==> src/rtl/delta_decoder.sv <==
// Inverse of the sample-strobed accumulator. It takes the first difference of
// successive Acc captures and averages 2^LOG2N of them onto a valid/ready port.
module delta_decoder #(
  parameter int WIDTH = 26,
  parameter int LOG2N = 2
) (
  input  logic             clk,
  input  logic             GlobalReset,
  input  logic             sample,
  input  logic [WIDTH-1:0] Acc,
  input  logic             Ready,
  input  logic             ClrOvr,
  output logic [WIDTH-1:0] Delta,
  output logic             Valid,
  output logic             Overrun
);

  localparam int CW = (LOG2N > 0) ? LOG2N : 1;
  localparam int SW = WIDTH + LOG2N;
  localparam logic [CW-1:0] CNT_MAX = CW'((1 << LOG2N) - 1);

  typedef enum logic {EMPTY, RUN} state_t;

  state_t           state_q, state_d;
  logic             s1_q, s2_q, s3_q;
  logic             stb;
  logic [WIDTH-1:0] last_q, last_d;
  logic [SW-1:0]    sum_q, sum_d;
  logic [CW-1:0]    cnt_q, cnt_d;
  logic [WIDTH-1:0] delta_q, delta_d;
  logic             valid_q, valid_d;
  logic             ovr_q, ovr_d;
  logic [WIDTH-1:0] diff;
  logic [SW-1:0]    sum_next;

  // s1/s2 resynchronise the asynchronous strobe; s3 turns its rising edge into one pulse.
  // NOTE: sequential state uses non-blocking assignments so every flop samples pre-edge values.
  always_ff @(posedge clk or posedge GlobalReset) begin
    if (GlobalReset) begin
      s1_q <= 1'b0;
      s2_q <= 1'b0;
      s3_q <= 1'b0;
    end else begin
      s1_q <= sample;
      s2_q <= s1_q;
      s3_q <= s2_q;
    end
  end

  assign stb = s2_q & ~s3_q;

  // Modulo subtraction makes an accumulator wrap still read as a positive increment.
  assign diff     = Acc - last_q;
  assign sum_next = sum_q + SW'(diff);

  // NOTE: every variable gets its hold value first, so no path through this block infers a latch.
  always_comb begin
    state_d = state_q;
    last_d  = last_q;
    sum_d   = sum_q;
    cnt_d   = cnt_q;
    delta_d = delta_q;
    valid_d = valid_q & ~Ready;
    ovr_d   = ovr_q & ~ClrOvr;

    if (stb) begin
      last_d = Acc;
      unique case (state_q)
        EMPTY: begin
          sum_d   = '0;
          cnt_d   = '0;
          state_d = RUN;
        end
        RUN: begin
          if (cnt_q == CNT_MAX) begin
            delta_d = WIDTH'(sum_next >> LOG2N);
            valid_d = 1'b1;
            sum_d   = '0;
            cnt_d   = '0;
            // Set beats ClrOvr when the unconsumed result is overwritten.
            if (valid_q && !Ready) ovr_d = 1'b1;
          end else begin
            sum_d = sum_next;
            cnt_d = cnt_q + CW'(1);
          end
        end
        default: state_d = EMPTY;
      endcase
    end
  end

  always_ff @(posedge clk or posedge GlobalReset) begin
    if (GlobalReset) begin
      state_q <= EMPTY;
      last_q  <= '0;
      sum_q   <= '0;
      cnt_q   <= '0;
      delta_q <= '0;
      valid_q <= 1'b0;
      ovr_q   <= 1'b0;
    end else begin
      state_q <= state_d;
      last_q  <= last_d;
      sum_q   <= sum_d;
      cnt_q   <= cnt_d;
      delta_q <= delta_d;
      valid_q <= valid_d;
      ovr_q   <= ovr_d;
    end
  end

  assign Delta   = delta_q;
  assign Valid   = valid_q;
  assign Overrun = ovr_q;

endmodule
==> config.mk <==
export PLATFORM = sky130hd
export DESIGN_NAME = delta_decoder
export DESIGN_NICKNAME = d
export VERILOG_FILES = /design/src/rtl/delta_decoder.sv
export SDC_FILE = /design/constraint.sdc
export NUM_CORES = 1
export LEC_CHECK = 0
export CORE_ASPECT_RATIO = 0.75
export CORE_MARGIN = 2
export CORE_UTILIZATION = 62
export CTS_CLUSTER_DIAMETER = 40
export DETAILED_ROUTE_END_ITERATION = 8
export PLACE_DENSITY_LB_ADDON = 0.15
export SLEW_MARGIN = 20
export SYNTH_ARGS = -nofsm -noshare
export SYNTH_HDL_FRONTEND = slang
export SYNTH_SLANG_ARGS = --single-unit
==> constraint.sdc <==
create_clock -name clk -period 8.6 [get_ports clk]
set_input_delay 1.29 -clock clk [delete_from_list [all_inputs] [get_ports clk]]
set_output_delay 1.29 -clock clk [all_outputs]
set_load 0.01 [all_outputs]
# Word-level counts from Yosys, hierarchy flattened
# Index checks and enable logic that the tools add are counted.
word_totals:
  ff_bits: 88
  inputBits: 31
  wordCells: 35
classes:
  n_addsub: 3
  eq_ne: 1
  muxes: 11
  n_bitwise: 7
  n_reduce_logical: 3
op_table:
  columns: ["cell", "n"]
  rows:
  - ["28-bit case mux with 2 select lines", 1]
  - ["28-bit by 26-bit adder with 28-bit output", 1]
  - ["28-bit 2-to-1 mux", 1]
  - ["26-bit subtractor", 1]
  - ["1-bit 2-to-1 mux", 7]
  - ["1-bit inverter", 4]
  - ["2-bit case mux with 2 select lines", 1]
  - ["1-bit AND", 3]
  - ["3-bit AND reduction", 1]
  - ["2-bit by 1-bit adder with 2-bit output (second input constant)", 1]
  - ["2-bit equality test (second input constant)", 1]
  - ["2-bit 2-to-1 mux", 1]
  - ["1-bit logical AND", 1]
  - ["1-bit logical NOT", 1]

# Logic depth before layout (Yosys ltp)
logic_depth:
  word_depth: 6
  ltp_mapped: 22
  depth_no_buf: 22

# Least setup slack after synthesis
# No wires, ideal clock.
synth_timing:
  kind: "input to register"
  startpoint: "in Acc[0]"
  endpoint: "reg delta_q[25] (netlist: Delta[25])"
  arrival_ns: 4.899
  required_ns: 8.471
  path_slack_ns: 3.572
  cell_stages: 20
  cell_sequence: "inv_1 -> ha_1 -> fa_1 -> nor2b_1 -> o21a_1 -> a31o_2 -> a21oi_1 -> a211oi_1 -> o31ai_1 -> and2_1 -> a311o_1 -> ha_1 -> a21oi_1 -> inv_1 -> and3_1 -> a211o_1 -> a2111oi_4 -> o41ai_2 -> xnor2_1 -> o21ai_1"
synth_between:
  elab_chain_cells: 2
synth_lines:
  columns: ["item", "line", "source"]
  rows:
  - ["from (decl)", "10", "input logic [WIDTH-1:0] Acc,"]
  - ["26-bit subtractor", "53", "assign diff = Acc - last_q;"]
  - ["28-bit by 26-bit adder with 28-bit output", "54", "assign sum_next = sum_q + SW'(diff);"]
  - ["to (signal assigned)", "106", "delta_q <= delta_d;"]
  - ["to (decl)", "30", "logic [WIDTH-1:0] delta_q, delta_d;"]
# Every way passes these cells.
# A chain may end at the register's enable or synchronous reset.

# Worst setup path after layout
layout_timing:
  startpoint: "in Acc[1]"
  endpoint: "reg delta_q[25] (netlist: Delta[25])"
# Same word-level chain as after synthesis.

==> metrics.md <==
| Metric | Value |
|---|---|
| I/O pins | `59` |
| Synth Flop Type | `dfrtp_1` |
| Clock Tree Root | `clkbuf_16` |
| Post-DR vias/cell | `6.01` |
| Row count | `30` |
| H-tree depth | `3` |
| Status | `complete, no violations` |
| Clock transition at the registers of the reported paths | `0.06 ns` |
| Area delta synth->final | `17.8%` |
| Flop pwr share | `25.8%` |
| Mapped Nets | `739` |
| TritonCTS clock tree | `done` |
| Final #Nets | `792` |
| Crit end category | `register` |
| Leakage | `3.20 nW` |
| Max Slew Vio Count | `0` |
| Post-synthesis sequential area ratio | `38.3%` |
| Hold-fix buffers, CTS | `0` |
| Setup_tns | `0 ns` |
| Unrepaired setup endpoints after global routing | `false` |
| Worst setup margin | `2.81 ns` |
| CP Launch Type | `primary input` |
| Total gr overflow | `0` |
| Most frequent cells in the layout | `nand2_1, dfrtp_1, o21ai_0` |
| Sw Ratio | `42.3%` |
| GPL Wtd Cong | `0.935` |
| Logic gate share of total power | `57.3%` |
| Maxcap violations | `0` |
| R2R Path Start | `last_q[1]` |
| DR WL/cell | `16.7 µm` |
| Tightest Pin Transition | `0.902 ns` |
| Critical path arrival | `5.99 ns` |
| Vias in the first global route | `4703` |
| Clk_skew | `0.00668 ns` |
| Share of post-route cells with drive strength above 1 | `4.93%` |
| Residual DRC | `0` |
| CTS Sinks | `88` |
| TritonRoute pass-1 iters | `6` |
| CTS Buffer Depth | `2` |
| Worst slew margin | `39.8%` |
| Die area | `0.0101 mm²` |
| Initial Util | `63.8%` |
| Post-Syn Area | `0.00574 mm²` |
| Seq cells post-synth | `88` |
| Most common cell after layout, fill and taps aside | `nand2_1` |
| Min-Delay Path Class | `reg2reg` |
| Clock network power share | `17.0%` |
| Setup bufs post-CTS | `0` |
| Worst-skew pair later-pin latency | `0.35 ns` |
| Max Clock Freq | `173 MHz` |
| FF-to-FF path depth | `19` |
| Tcrit/Tclk final | `67.3%` |
| Hold path depth | `0` |
| Hold Fails Final Rpt | `0` |
| Initial antenna violation count | `0` |
| Worst R2R End | `Delta[25]` |
| Die Width | `115 µm` |
| PD cells | `369 mW/mm²` |
| First-pass GRT wire length | `22700 µm` |
| Min Clock Period, post-route | `5.79 ns` |
| Yosys warns | `0` |
| Via count | `4939` |
| Ant. Diodes | `0` |
| Largest net degree at the start of global routing | `89` |
| Die Ht | `87.4 µm` |
| Setup CP Type | `in2reg` |
| WP data required | `8.80 ns` |
| Min-delay src | `s1_q` |
| Async S/R FF share, synth | `100%` |
| Endpoint, Worst Hold | `s2_q` |
| Initial DRC Count | `296` |
| HPWL Detailed | `9640 µm` |
| Post-Place Worst Slack | `2.55 ns` |
| Reg2reg setup slack | `3.85 ns` |
| Final setup viols | `0` |
| Net Switching | `1.06 mW` |
| EDFF count, synth | `0` |
| Distinct cells, synth | `56` |
| GRT Util Overall | `28.8%` |
| Core area | `0.00901 mm²` |
| I/O Buffers | `58` |
| Synth Instances | `652` |
| Post-CTS resize count | `0` |
| Internal | `1.44 mW` |
| CTS Buf Count | `9` |
| Final ANT Viol Nets | `0` |
| Post-synthesis average cell area | `8.81 µm²` |
| Final WL | `13700 µm` |
| Max Fanout on Critical Path | `5` |
| Peak VDD IR | `0.212 mV` |
[critical path: stages]
cell             delay [ns]
clkdlybuf4s50_1        0.48
ha_1                   0.31
nor2b_1                0.14
o31a_1                 0.28
o31ai_1                0.38
o21ai_1                0.22
a211o_1                0.30
a21oi_1                0.24
o211ai_1               0.16
xnor2_1                0.16
ha_1                   0.35
a21o_1                 0.18
a21oi_1                0.23
nand2_1                0.13
o31a_4                 0.33
a2111oi_4              0.36
o41ai_2                0.17
xnor2_1                0.19
o21ai_1                0.08
[per-layer routing]
layer	part of all wire, %	track usage (%)
met2	44	44.8
met3	6.4	6.82
met4	1.7	8.65
met1	48	40.3
met5	0	0
[sequential cells by signal (all words and copies together) (netlist names)]
register / count
cnt_q: 2
Delta: 26
state_q: 1
sum_q: 28
s2_q: 1
s3_q: 1
Overrun: 1
Valid: 1
last_q: 26
s1_q: 1
[cells in the mapped netlist, drive strengths merged (2+ instances only)]
cell type  count  area share (%)
a21oi         41             3.6
o41ai          2            0.44
nand2b        12             1.3
nand3          7            0.61
xor2          14             2.1
a31o           2            0.31
dfrtp         88              38
fa             2            0.70
nand2        107             7.0
clkbuf        19             1.2
or3b           2            0.31
a21o          18             2.4
nor2          25             1.6
inv           46             3.0
o31ai          4            0.52
o31a           3            0.61
ha            54              12
or3            2            0.22
o22ai          2            0.22
a211oi         5            0.74
nor3           4            0.35
o211a          2            0.35
and3           5            0.54
nor2b          8            0.87
o21a           5            0.65
a211o          5            0.76
and2           2            0.22
a31oi          4            0.44
a221oi         2            0.41
o211ai         4            0.52
xnor2         34             5.2
a22o           3            0.46
o21ai         97             8.5
o21bai         4            0.52
nand4          2            0.22
[power groups by stage]
stage	clock network, mW	logic (mW)	registers, mW
finish	0.424	1.43	0.644
detailed placement	0	1.39	0.647
global placement	0	1.34	0.640
global route	0.446	1.58	0.659
floorplan	0	0.964	0.660
CTS	0.429	1.41	0.643
[logic make-up (layout without fill, tap and decap cells)]
group | count (synthesis) | count (layout) | share of synthesized area (%)
flip-flops | 88 | 88 | 38.3
buffers and inverters | 65 | 123 | 4.25
AO/OA/AOI/OAI | 214 | 214 | 23.7
adder cells (fa/ha/maj) | 56 | 56 | 12.5
XOR/XNOR | 48 | 48 | 7.32
AND/OR/NAND/NOR | 181 | 181 | 13.9
[stage by stage]
step | util (%) | power, mW | cell area, µm² | std cells | hold WS, ns
after floorplan | - | 1.62 | 5740 | 652 | 0.331
after global placement | 71.3 | 1.98 | 6420 | 805 | 0.333
after detailed placement | 71.3 | 2.03 | 6420 | 805 | 0.338
after CTS | 74.9 | 2.48 | 6740 | 821 | 0.352
after global routing | 75.1 | 2.68 | 6770 | 822 | 0.358
final | 75.1 | 2.50 | 6770 | 822 | 0.351
[worst max-delay path by stage]
stage	startpoint	end
finish	Acc[1]	Delta[25]
global route	Acc[1]	sum_q[25]
CTS	Acc[0]	Delta[25]
detailed placement	Acc[0]	Delta[25]
global placement	Acc[0]	Delta[25]
floorplan	Acc[0]	Delta[25]
[cell type report]
type | instances | area [µm²]
clock buffer | 10 | 239
multi-input combinational | 499 | 3310
fill | 669 | 2240
clock inverter | 6 | 82.6
timing repair buffer | 61 | 619
tap | 112 | 140
sequential | 88 | 2200
inverter | 46 | 174
Note: power is estimated with default switching activity, not from simulation.
